<file path="src/rtl/muldiv_unit.sv">
// muldiv_unit: iterative RV32M multiply/divide unit for the execute stage.
// Handles MUL/MULH/MULHSU/MULHU/DIV/DIVU/REM/REMU and retires BITS_PER_CYCLE
// result bits per iteration, so a normal op takes DATA_WIDTH/BITS_PER_CYCLE + 1 cycles.
// Divide-by-zero and signed overflow finish one cycle after acceptance.
// Optional build macro MULDIV_REUSE_EN adds a last-operation cache. With the
// cache, a MULH* after a MUL of the same operands and signedness class, or a
// REM after a DIV (or the reverse), finishes one cycle after acceptance.
//
// Ports:
//   clk, rst             clock, asynchronous active-high reset
//   start, op            request and funct3 opcode, accepted when in_ready=1
//   operand_a, operand_b rs1 / rs2 values
//   flush                abort the op in flight and return to IDLE
//   in_ready             unit can accept a request this cycle
//   busy                 stall request to the execute stage
//   done, result         one-cycle completion pulse; result held until next completion
//
// state | meaning
// IDLE  | waiting for start
// BUSY  | iterating, count = iterations already performed
// DONE  | done pulse cycle, a new start may be accepted here
module muldiv_unit #(
   parameter int DATA_WIDTH     = 32,
   parameter int BITS_PER_CYCLE = 1
) (
   input  logic                  clk,
   input  logic                  rst,
   input  logic                  start,
   input  logic [2:0]            op,
   input  logic [DATA_WIDTH-1:0] operand_a,
   input  logic [DATA_WIDTH-1:0] operand_b,
   input  logic                  flush,
   output logic                  in_ready,
   output logic                  busy,
   output logic                  done,
   output logic [DATA_WIDTH-1:0] result
);
   localparam int W  = DATA_WIDTH;
   localparam int B  = BITS_PER_CYCLE;
   localparam int N  = W / B;
   localparam int CW = (N > 1) ? $clog2(N) : 1;

   typedef enum logic [1:0] {IDLE, BUSY, DONE} state_t;

   state_t         state;
   logic [2:0]     op_r;
   logic           sa_r, sb_r;
   logic [W-1:0]   b_mag;
   // multiply: product register; divide: {remainder, quotient/dividend}
   logic [2*W-1:0] acc;
   logic [CW-1:0]  count;
   logic           done_r;
   logic [W-1:0]   result_r;

   assign in_ready = (state == IDLE) || (state == DONE);
   assign busy     = (state == BUSY) || start;
   assign done     = done_r;
   assign result   = result_r;

   function automatic logic [W-1:0] pick(input logic [2:0] o, input logic [2*W-1:0] v);
      if (o[2]) pick = o[1] ? v[2*W-1:W] : v[W-1:0];
      else      pick = (o[1:0] == 2'b00) ? v[W-1:0] : v[2*W-1:W];
   endfunction

   // Request decode
   logic           a_neg, b_neg, div_zero, div_ovf, special;
   logic [W-1:0]   a_mag, b_mag_in;
   logic [2*W-1:0] special_val;

   always_comb begin
      a_neg       = ((op == 3'b001) || (op == 3'b010) || (op[2] && !op[0])) && operand_a[W-1];
      b_neg       = ((op == 3'b001) || (op[2] && !op[0])) && operand_b[W-1];
      a_mag       = a_neg ? -operand_a : operand_a;
      b_mag_in    = b_neg ? -operand_b : operand_b;
      div_zero    = op[2] && (operand_b == '0);
      div_ovf     = op[2] && !op[0] && (operand_a == {1'b1, {(W-1){1'b0}}}) && (operand_b == '1);
      special     = div_zero || div_ovf;
      special_val = div_zero ? {operand_a, {W{1'b1}}} : {{W{1'b0}}, operand_a};
   end

   // One iteration of shift-add multiply or restoring divide
   logic [B-1:0]   digit;
   logic [W+B-1:0] sum;
   logic [W:0]     trial;
   logic [W-1:0]   rem_v, quo_v, q_fix, r_fix;
   logic [2*W-1:0] step, fin;

   always_comb begin
      digit = acc[B-1:0];
      sum   = {{B{1'b0}}, acc[2*W-1:W]} + ({{B{1'b0}}, b_mag} * {{W{1'b0}}, digit});
      rem_v = acc[2*W-1:W];
      quo_v = acc[W-1:0];
      trial = '0;
      for (int i = 0; i < B; i++) begin
         trial = {rem_v, quo_v[W-1]};
         quo_v = {quo_v[W-2:0], 1'b0};
         if (trial >= {1'b0, b_mag}) begin
            trial    = trial - {1'b0, b_mag};
            quo_v[0] = 1'b1;
         end
         rem_v = trial[W-1:0];
      end
      step = op_r[2] ? {rem_v, quo_v} : {sum, acc[W-1:B]};

      // signs are applied only on the last iteration
      q_fix = (sa_r ^ sb_r) ? -step[W-1:0] : step[W-1:0];
      r_fix = sa_r ? -step[2*W-1:W] : step[2*W-1:W];
      if (op_r[2])            fin = {r_fix, q_fix};
      else if (sa_r ^ sb_r)   fin = -step;
      else                    fin = step;
   end

`ifdef MULDIV_REUSE_EN
   // class: same value means the cached full result answers both ops
   function automatic logic [2:0] cls_of(input logic [2:0] o);
      if (o[2])                    cls_of = {2'b10, o[0]};
      else if (o[1:0] == 2'b00)    cls_of = 3'b011;
      else                         cls_of = {1'b0, o[1:0]};
   endfunction

   logic [W-1:0]   a_r, b_r, cache_a, cache_b;
   logic [2:0]     cache_cls;
   logic [2*W-1:0] cache_val;
   logic           cache_valid, hit;

   assign hit = cache_valid && (cache_a == operand_a) && (cache_b == operand_b)
                && (cache_cls == cls_of(op));
`endif

   always_ff @(posedge clk or posedge rst) begin
      if (rst) begin
         state    <= IDLE;
         op_r     <= '0;
         sa_r     <= 1'b0;
         sb_r     <= 1'b0;
         b_mag    <= '0;
         acc      <= '0;
         count    <= '0;
         done_r   <= 1'b0;
         result_r <= '0;
`ifdef MULDIV_REUSE_EN
         a_r         <= '0;
         b_r         <= '0;
         cache_a     <= '0;
         cache_b     <= '0;
         cache_cls   <= '0;
         cache_val   <= '0;
         cache_valid <= 1'b0;
`endif
      end else begin
         done_r <= 1'b0;
         if (flush) begin
            state <= IDLE;
`ifdef MULDIV_REUSE_EN
            cache_valid <= 1'b0;
`endif
         end else begin
            case (state)
               IDLE, DONE: begin
                  if (start) begin
                     op_r  <= op;
                     sa_r  <= a_neg;
                     sb_r  <= b_neg;
                     b_mag <= b_mag_in;
                     acc   <= {{W{1'b0}}, a_mag};
                     count <= '0;
`ifdef MULDIV_REUSE_EN
                     a_r <= operand_a;
                     b_r <= operand_b;
`endif
                     if (special) begin
                        result_r <= pick(op, special_val);
                        done_r   <= 1'b1;
                        state    <= DONE;
`ifdef MULDIV_REUSE_EN
                        cache_a     <= operand_a;
                        cache_b     <= operand_b;
                        cache_cls   <= cls_of(op);
                        cache_val   <= special_val;
                        cache_valid <= 1'b1;
`endif
                     end
`ifdef MULDIV_REUSE_EN
                     else if (hit) begin
                        result_r <= pick(op, cache_val);
                        done_r   <= 1'b1;
                        state    <= DONE;
                     end
`endif
                     else begin
                        state <= BUSY;
                     end
                  end else begin
                     state <= IDLE;
                  end
               end
               BUSY: begin
                  count <= count + 1'b1;
                  if (count == CW'(N - 1)) begin
                     acc      <= fin;
                     result_r <= pick(op_r, fin);
                     done_r   <= 1'b1;
                     state    <= DONE;
`ifdef MULDIV_REUSE_EN
                     cache_a     <= a_r;
                     cache_b     <= b_r;
                     cache_cls   <= cls_of(op_r);
                     cache_val   <= fin;
                     cache_valid <= 1'b1;
`endif
                  end else begin
                     acc <= step;
                  end
               end
               default: state <= IDLE;
            endcase
         end
      end
   end
endmodule

</file>
<file path="config.mk">
export PLATFORM = sky130hd
export DESIGN_NAME = muldiv_unit
export DESIGN_NICKNAME = d
export VERILOG_FILES = /design/src/rtl/muldiv_unit.sv
export SDC_FILE = /design/constraint.sdc
export NUM_CORES = 1
export LEC_CHECK = 0
export ABC_CLOCK_PERIOD_IN_PS = 7300
export CAP_MARGIN = 20
export CELL_PAD_IN_SITES_DETAIL_PLACEMENT = 2
export CELL_PAD_IN_SITES_GLOBAL_PLACEMENT = 2
export CORE_MARGIN = 2
export CORE_UTILIZATION = 39
export CTS_BUF_LIST = sky130_fd_sc_hd__clkbuf_16
export DETAILED_ROUTE_END_ITERATION = 10
export PLACE_DENSITY = 0.91
export RECOVER_POWER = 25
export SLEW_MARGIN = 20
export SYNTH_ARGS = -nofsm -noshare
export SYNTH_HDL_FRONTEND = slang
export SYNTH_SLANG_ARGS = --single-unit
</file>
<file path="constraint.sdc">
create_clock -name clk -period 7.3 [get_ports clk]
set_input_delay 0.73 -clock clk [delete_from_list [all_inputs] [get_ports clk]]
set_output_delay 0.73 -clock clk [all_outputs]
set_load 0.03 [all_outputs]
</file>
# == Yosys cells after proc, flatten, opt, wreduce, memory -nomap -nowiden ==
# Cells that the tools add are included.
# word_totals
wordCells,89
in_bits,71
reg_bits,141
# op_classes
bitwise,2
n_mux,35
add_sub_neg,8
magnitude_cmp,1
n_eq_ne,11
mul,1
n_reduce_logical,22
# op_table
cell,n
2-to-1 mux 32 bit,14
2-to-1 mux 64 bit,6
negator 32 bit,4
case mux 64 bit (2 select lines),1
"== test 32 bit, second input constant",2
negator 64 bit,1
case mux 32 bit (2 select lines),1
adder 32 x 33 -> 33 bit,1
greater-or-equal comparator 33 x 32 -> 1 bit,1
multiplier 32 x 1 -> 33 bit,1
zero test 32 bit,1
subtractor 32 bit,1
case mux 5 bit (2 select lines),1
2-to-1 mux 2 bit,4
logical AND 1 bit,6
zero test 2 bit,3
logical OR 1 bit,6
AND reduction 3 bit,2
"adder 5 x 1 -> 5 bit, second input constant",1
"== test 5 bit, second input constant",1
2-to-1 mux 1 bit,5
2-to-1 mux 5 bit,1
AND reduction 5 bit,1
"inequality test 2 bit, second input constant",2
other kinds (13),13

# == Logic depth before layout (Yosys ltp) ==
# logic_depth
word_depth,10
mapped_depth,24

# == Worst setup path before layout ==
# Ideal clock, no wire load.
# synth_timing
kind,reg-to-reg
startpoint,register acc[32]
endpoint,"register result_r[30], in the netlist result[30]"
path_stages_with_launch,19
slack_ns,2.632
arrival_ns,4.574
path_buffers,1
path_cell_list,dfrtp_1 -> ha_1 -> nor2b_1 -> o2111ai_1 -> a211o_1 -> a21boi_2 -> o21ai_2 -> buf_6 -> a311oi_4 -> ha_1 -> inv_1 -> or4_4 -> a221oi_4 -> o21ai_2 -> nand3b_4 -> nor4b_4 -> a21oi_1 -> xor2_1 -> a221oi_2
# synth_between
elab_chain_cells,10
elab_cells_between_ends,18
# synth_lines
element,line_no,source
"start, declared",50,logic [2*W-1:0] acc;
"start signal, assigned",165,"acc <= {{W{1'b0}}, a_mag};"
"start signal, assigned",200,acc <= fin;
"start signal, assigned",212,acc <= step;
subtractor 32 bit or greater-or-equal comparator 33 x 32 -> 1 bit (tied branches),"98, 97",
2-to-1 mux 32 bit or 2-to-1 mux 1 bit (tied branches),97,"if (trial >= {1'b0, b_mag}) begin"
2-to-1 mux 64 bit (*),103,"step = op_r[2] ? {rem_v, quo_v} : {sum, acc[W-1:B]};"
"negator 64 bit, or another cell as far along",109,else if (sa_r ^ sb_r) fin = -step;
"2-to-1 mux 64 bit, or another cell as far along",109,
2-to-1 mux 64 bit (*),108,"if (op_r[2]) fin = {r_fix, q_fix};"
"2-to-1 mux 32 bit, on equally long branches","62, 61",
2-to-1 mux 32 bit (*),61,if (o[2]) pick = o[1] ? v[2*W-1:W] : v[W-1:0];
2-to-1 mux 32 bit (*),199,if (count == CW'(N - 1)) begin
case mux 32 bit (2 select lines) (*),158,case (state)
"end signal, assigned",172,"result_r <= pick(op, special_val);"
"end signal, assigned",201,"result_r <= pick(op_r, fin);"
"end, declared",53,logic [W-1:0] result_r;
# Mark *: on every way between the ends. The rest lies on a longest branch, timed or not. The select of a mux whose other input is x is not followed.
# A chain may end at the register's enable or synchronous reset.

# == Worst setup path after layout ==
# layout_timing
startpoint,register acc[32]
endpoint,"register result_r[0], in the netlist result[0]"
# layout_between
elab_chain_cells,10
elab_cells_between_ends,17
# layout_lines
element,line_no
greater-or-equal comparator 33 x 32 -> 1 bit,97
2-to-1 mux 1 bit or 2-to-1 mux 32 bit (tied branches),97
2-to-1 mux 64 bit (*),103
"negator 64 bit, or another cell as far along",109
"2-to-1 mux 64 bit, or another cell as far along",109
2-to-1 mux 64 bit (*),108
"2-to-1 mux 32 bit, on equally long branches","62, 61"
2-to-1 mux 32 bit (*),61
2-to-1 mux 32 bit (*),199
case mux 32 bit (2 select lines) (*),158
# Marked as above.

==> metrics.cfg <==
[global_route]
grt_max_degree = 93
antenna_found_initial = 10
grt.overflow.total = 0
grt_use_total_pct = 43.9
grt_use_met3_pct = 12.9
busiest_layer = met2
use_met1_pct = 51.1
grt_use_met2_pct = 70.3
grt_pass1_vias = 21900
grt_pass1_wl_um = 144000

[finish]
nets = 2415
seqCellArea_um2 = 3530
finalInstanceArea_um2 = 18300
drive_above_1_share_pct = 5.52
syn2layout_area_growth_pct = 12.3
nFillCells = 4691
multi_input_area_um2 = 12000

[cts]
cts.sinks = 141
post_cts_buffers = 0
cts_tree = built
h-tree-depth = 4
postCtsHoldBufs = 0
cts_buffers = 17
cts_buffer_depth = 2
clkTransAtPathRegs_ns = 0.08
root_buffer = clkbuf_16
cts_resized = 0
clock_latency_ns = 0.50

[synth]
synth-seq-area-share_pct = 21.6
synth_top_area_share_pct = 21.6
syn_area_um2 = 16300
synth-edff-count = 0
synth_top_cell_by_area = dfrtp_1
async_flop_share_pct = 100
yosysWarnings = 0
synth_seq_cells = 141
synth_area_per_cell_um2 = 7.26
synthTopCellsByArea = dfrtp_1, nand2_1, o21ai_0
synth_ff_type = dfrtp_1
postSynthCellCount = 2248
yosysUniqueCellTypes = 105
syn-num-nets = 2392

[pwr]
peakVddDrop_uv = 164
leakage_uw = 0.00741
p_per_area_nw_per_um2 = 316

[routing]
dr.pass1.iters = 5
routed_via_density = 7.26
vias = 20500
dr.first_iter.drc_count = 2339
antenna_left = 0
wire_per_inst_um = 34.9
wl_um = 98300
drc_errors = 0

[floorplan]
ios = 106
rows = 74
die_x_um = 209
start_util_pct = 39.7
coreArea_um2 = 41100
die_h_um = 209
die_area_um2 = 43500

[timing]
hold_ws_ns = 0.517
fin_crit_sh_pct = 90.8
rsz0062_at_grt = false
maxSlewViolCount = 91
finClkSkew_ns = 0.0277
max_freq_mhz = 151
layout_min_cycle_time_ns = 6.63
max_slew_margin_pct = -221
setup_viol = 0
finalHoldViolations = 0
tightest_slew_ns = 4.79
fin_setup_tns_ns = 0

[critical_path]
setup.worst_path.start_class = flip-flop
cp_slowest_cell = o2111ai_1
crit_buf_inv = 1
max_stage_delay_ns = 0.64
endpoint_kind = flip-flop
crit_chain = ha_1 > nor2b_1 > o2111ai_1 > a211o_1 > a21bo_1 > a21oi_4 > a21oi_1 > ha_1 > o21ai_0 > nor3_1 > o211ai_1 > nor4_1 > buf_4 > and2_1 > nand2_1 > nor2_1 > nor2_1 > xor2_1 > o221ai_1 > a221oi_1 > o31ai_1
worstPathArrival_ns = 7.01
crit_type = reg2reg
path_delay_family = compound AO/OA/AOI/OAI gates
critical_path.max_fanout = 8
cp_data_required_time_ns = 7.69

[placement]
gp_congestion = 0.932
io_buffers = 105
dp_hpwl_um = 64100
place_area_um2 = 17700

[hold_path]
min_path_type = reg2reg

[status]
status = finished, violations left
violations = capacitance limit, slew limit

[job]
drv_cap = 1

-- stage by stage --
step           setup WS, ns  utilization (%)  power [uW]  std cells
3_5_place_dp           1.34             43.1        4420       2784
3_3_place_gp           1.75             43.1        4160       2784
6_report              0.674             44.6        5790       2820
4_1_cts                1.03             44.6        5560       2816
5_1_grt               0.513             44.6        5910       2816
2_1_floorplan          2.63                -        3250       2248
-- synthesized netlist by cell type, drive strengths merged (16+ instances only) --
library cell and count:
o21ai 248, xor2 97, nor2b 19, a211oi 24
a21o 26, dfrtp 141, xnor2 107, and3 18
nand4 22, or3 19, nor2 202, inv 74
o211ai 24, o221ai 18, clkbuf 87, mux2i 46
nor3 83, nand2 346, buf 43, nor4 18
ha 71, a31oi 16, nand3 40, o21a 19
and2 45, a21oi 165, a221oi 32, o31ai 26
-- layer usage --
| layer | wire [um] | vias to the layer above |
|---|---|---|
| met5 | 147 | - |
| met4 | 7640 | 20 |
| met3 | 10500 | 575 |
| met2 | 44300 | 1501 |
| met1 | 35700 | 10200 |
| li1 | - | 8139 |
-- where the power goes --
part           switching (uW)  internal (uW)  total (uW)
Sequential                291            907        1200
Combinational            2500           1120        3620
Clock                     436            531         967
Total                    3230           2550        5790
-- worst register-to-register path, delay by kind of cell, from the launching register on --
family                   cells  cell delay (ns)
AO/OA/AOI/OAI               10             3.27
AND/OR/NAND/NOR              7             1.60
adder cells (fa/ha/maj)      2             0.65
flip-flops                   1             0.59
buffers and inverters        1             0.21
XOR/XNOR                     1             0.17
-- kinds of logic (layout without fill, tap and decap cells) --
family | after synthesis | count (layout) | synth area share, %
buffers and inverters | 205 | 241 | 5.22
XOR/XNOR | 204 | 204 | 10.9
multiplexers | 49 | 49 | 3.03
other | 0 | 4 | 0
AND/OR/NAND/NOR | 881 | 881 | 25.8
flip-flops | 141 | 141 | 21.6
adder cells (fa/ha/maj) | 73 | 73 | 5.68
AO/OA/AOI/OAI | 695 | 695 | 27.8
-- worst paths after layout --
path | start | endpoint | slack [ns] | cells past startpoint
max in group asynchronous | rst | op_r[2] | 2.71 | 3
min in group asynchronous | rst | b_mag[19] | 2.16 | 2
worst max-delay path | acc[32] | result[0] | 0.67 | 21
worst min-delay path | result[4] | result[4] | 0.52 | 2
worst max register to register | acc[32] | result[0] | 0.67 | 21
worst min register to register | result[4] | result[4] | 0.52 | 2
-- registers in the layout, summed over array words and instances (netlist names) --
| register | cells |
|---|---|
| op_r | 3 |
| count | 5 |
| done | 1 |
| sb_r | 1 |
| state | 2 |
| result | 32 |
| acc | 64 |
| b_mag | 32 |
| sa_r | 1 |
-- placed cells by master, fill, tap and decap left out, drive strengths merged, types with 22 or more instances in the layout --
cell,Yosys,routed
nand2,346,346
o21ai,248,248
nor2,202,202
a21oi,165,165
dfrtp,141,141
xnor2,107,107
clkdlybuf4s50,0,104
xor2,97,97
nor3,83,83
inv,74,77
ha,71,71
mux2i,46,46
and2,45,45
nand3,40,40
a221oi,32,32
buf,43,29
a21o,26,26
o31ai,26,26
a211oi,24,24
o211ai,24,24
nand4,22,22
-- layout make-up --
class | count | share of cell area, %
Antenna cell | 4 | 0.0546
Clock buffer | 17 | 2.32
Clock inverter | 15 | 0.860
Inverter | 75 | 1.54
Multi-Input combinational cell | 1902 | 65.4
Sequential cell | 141 | 19.3
Tap cell | 532 | 3.63
Timing Repair Buffer | 134 | 6.92
No activity file was read; power rests on OpenSTA's default activity.
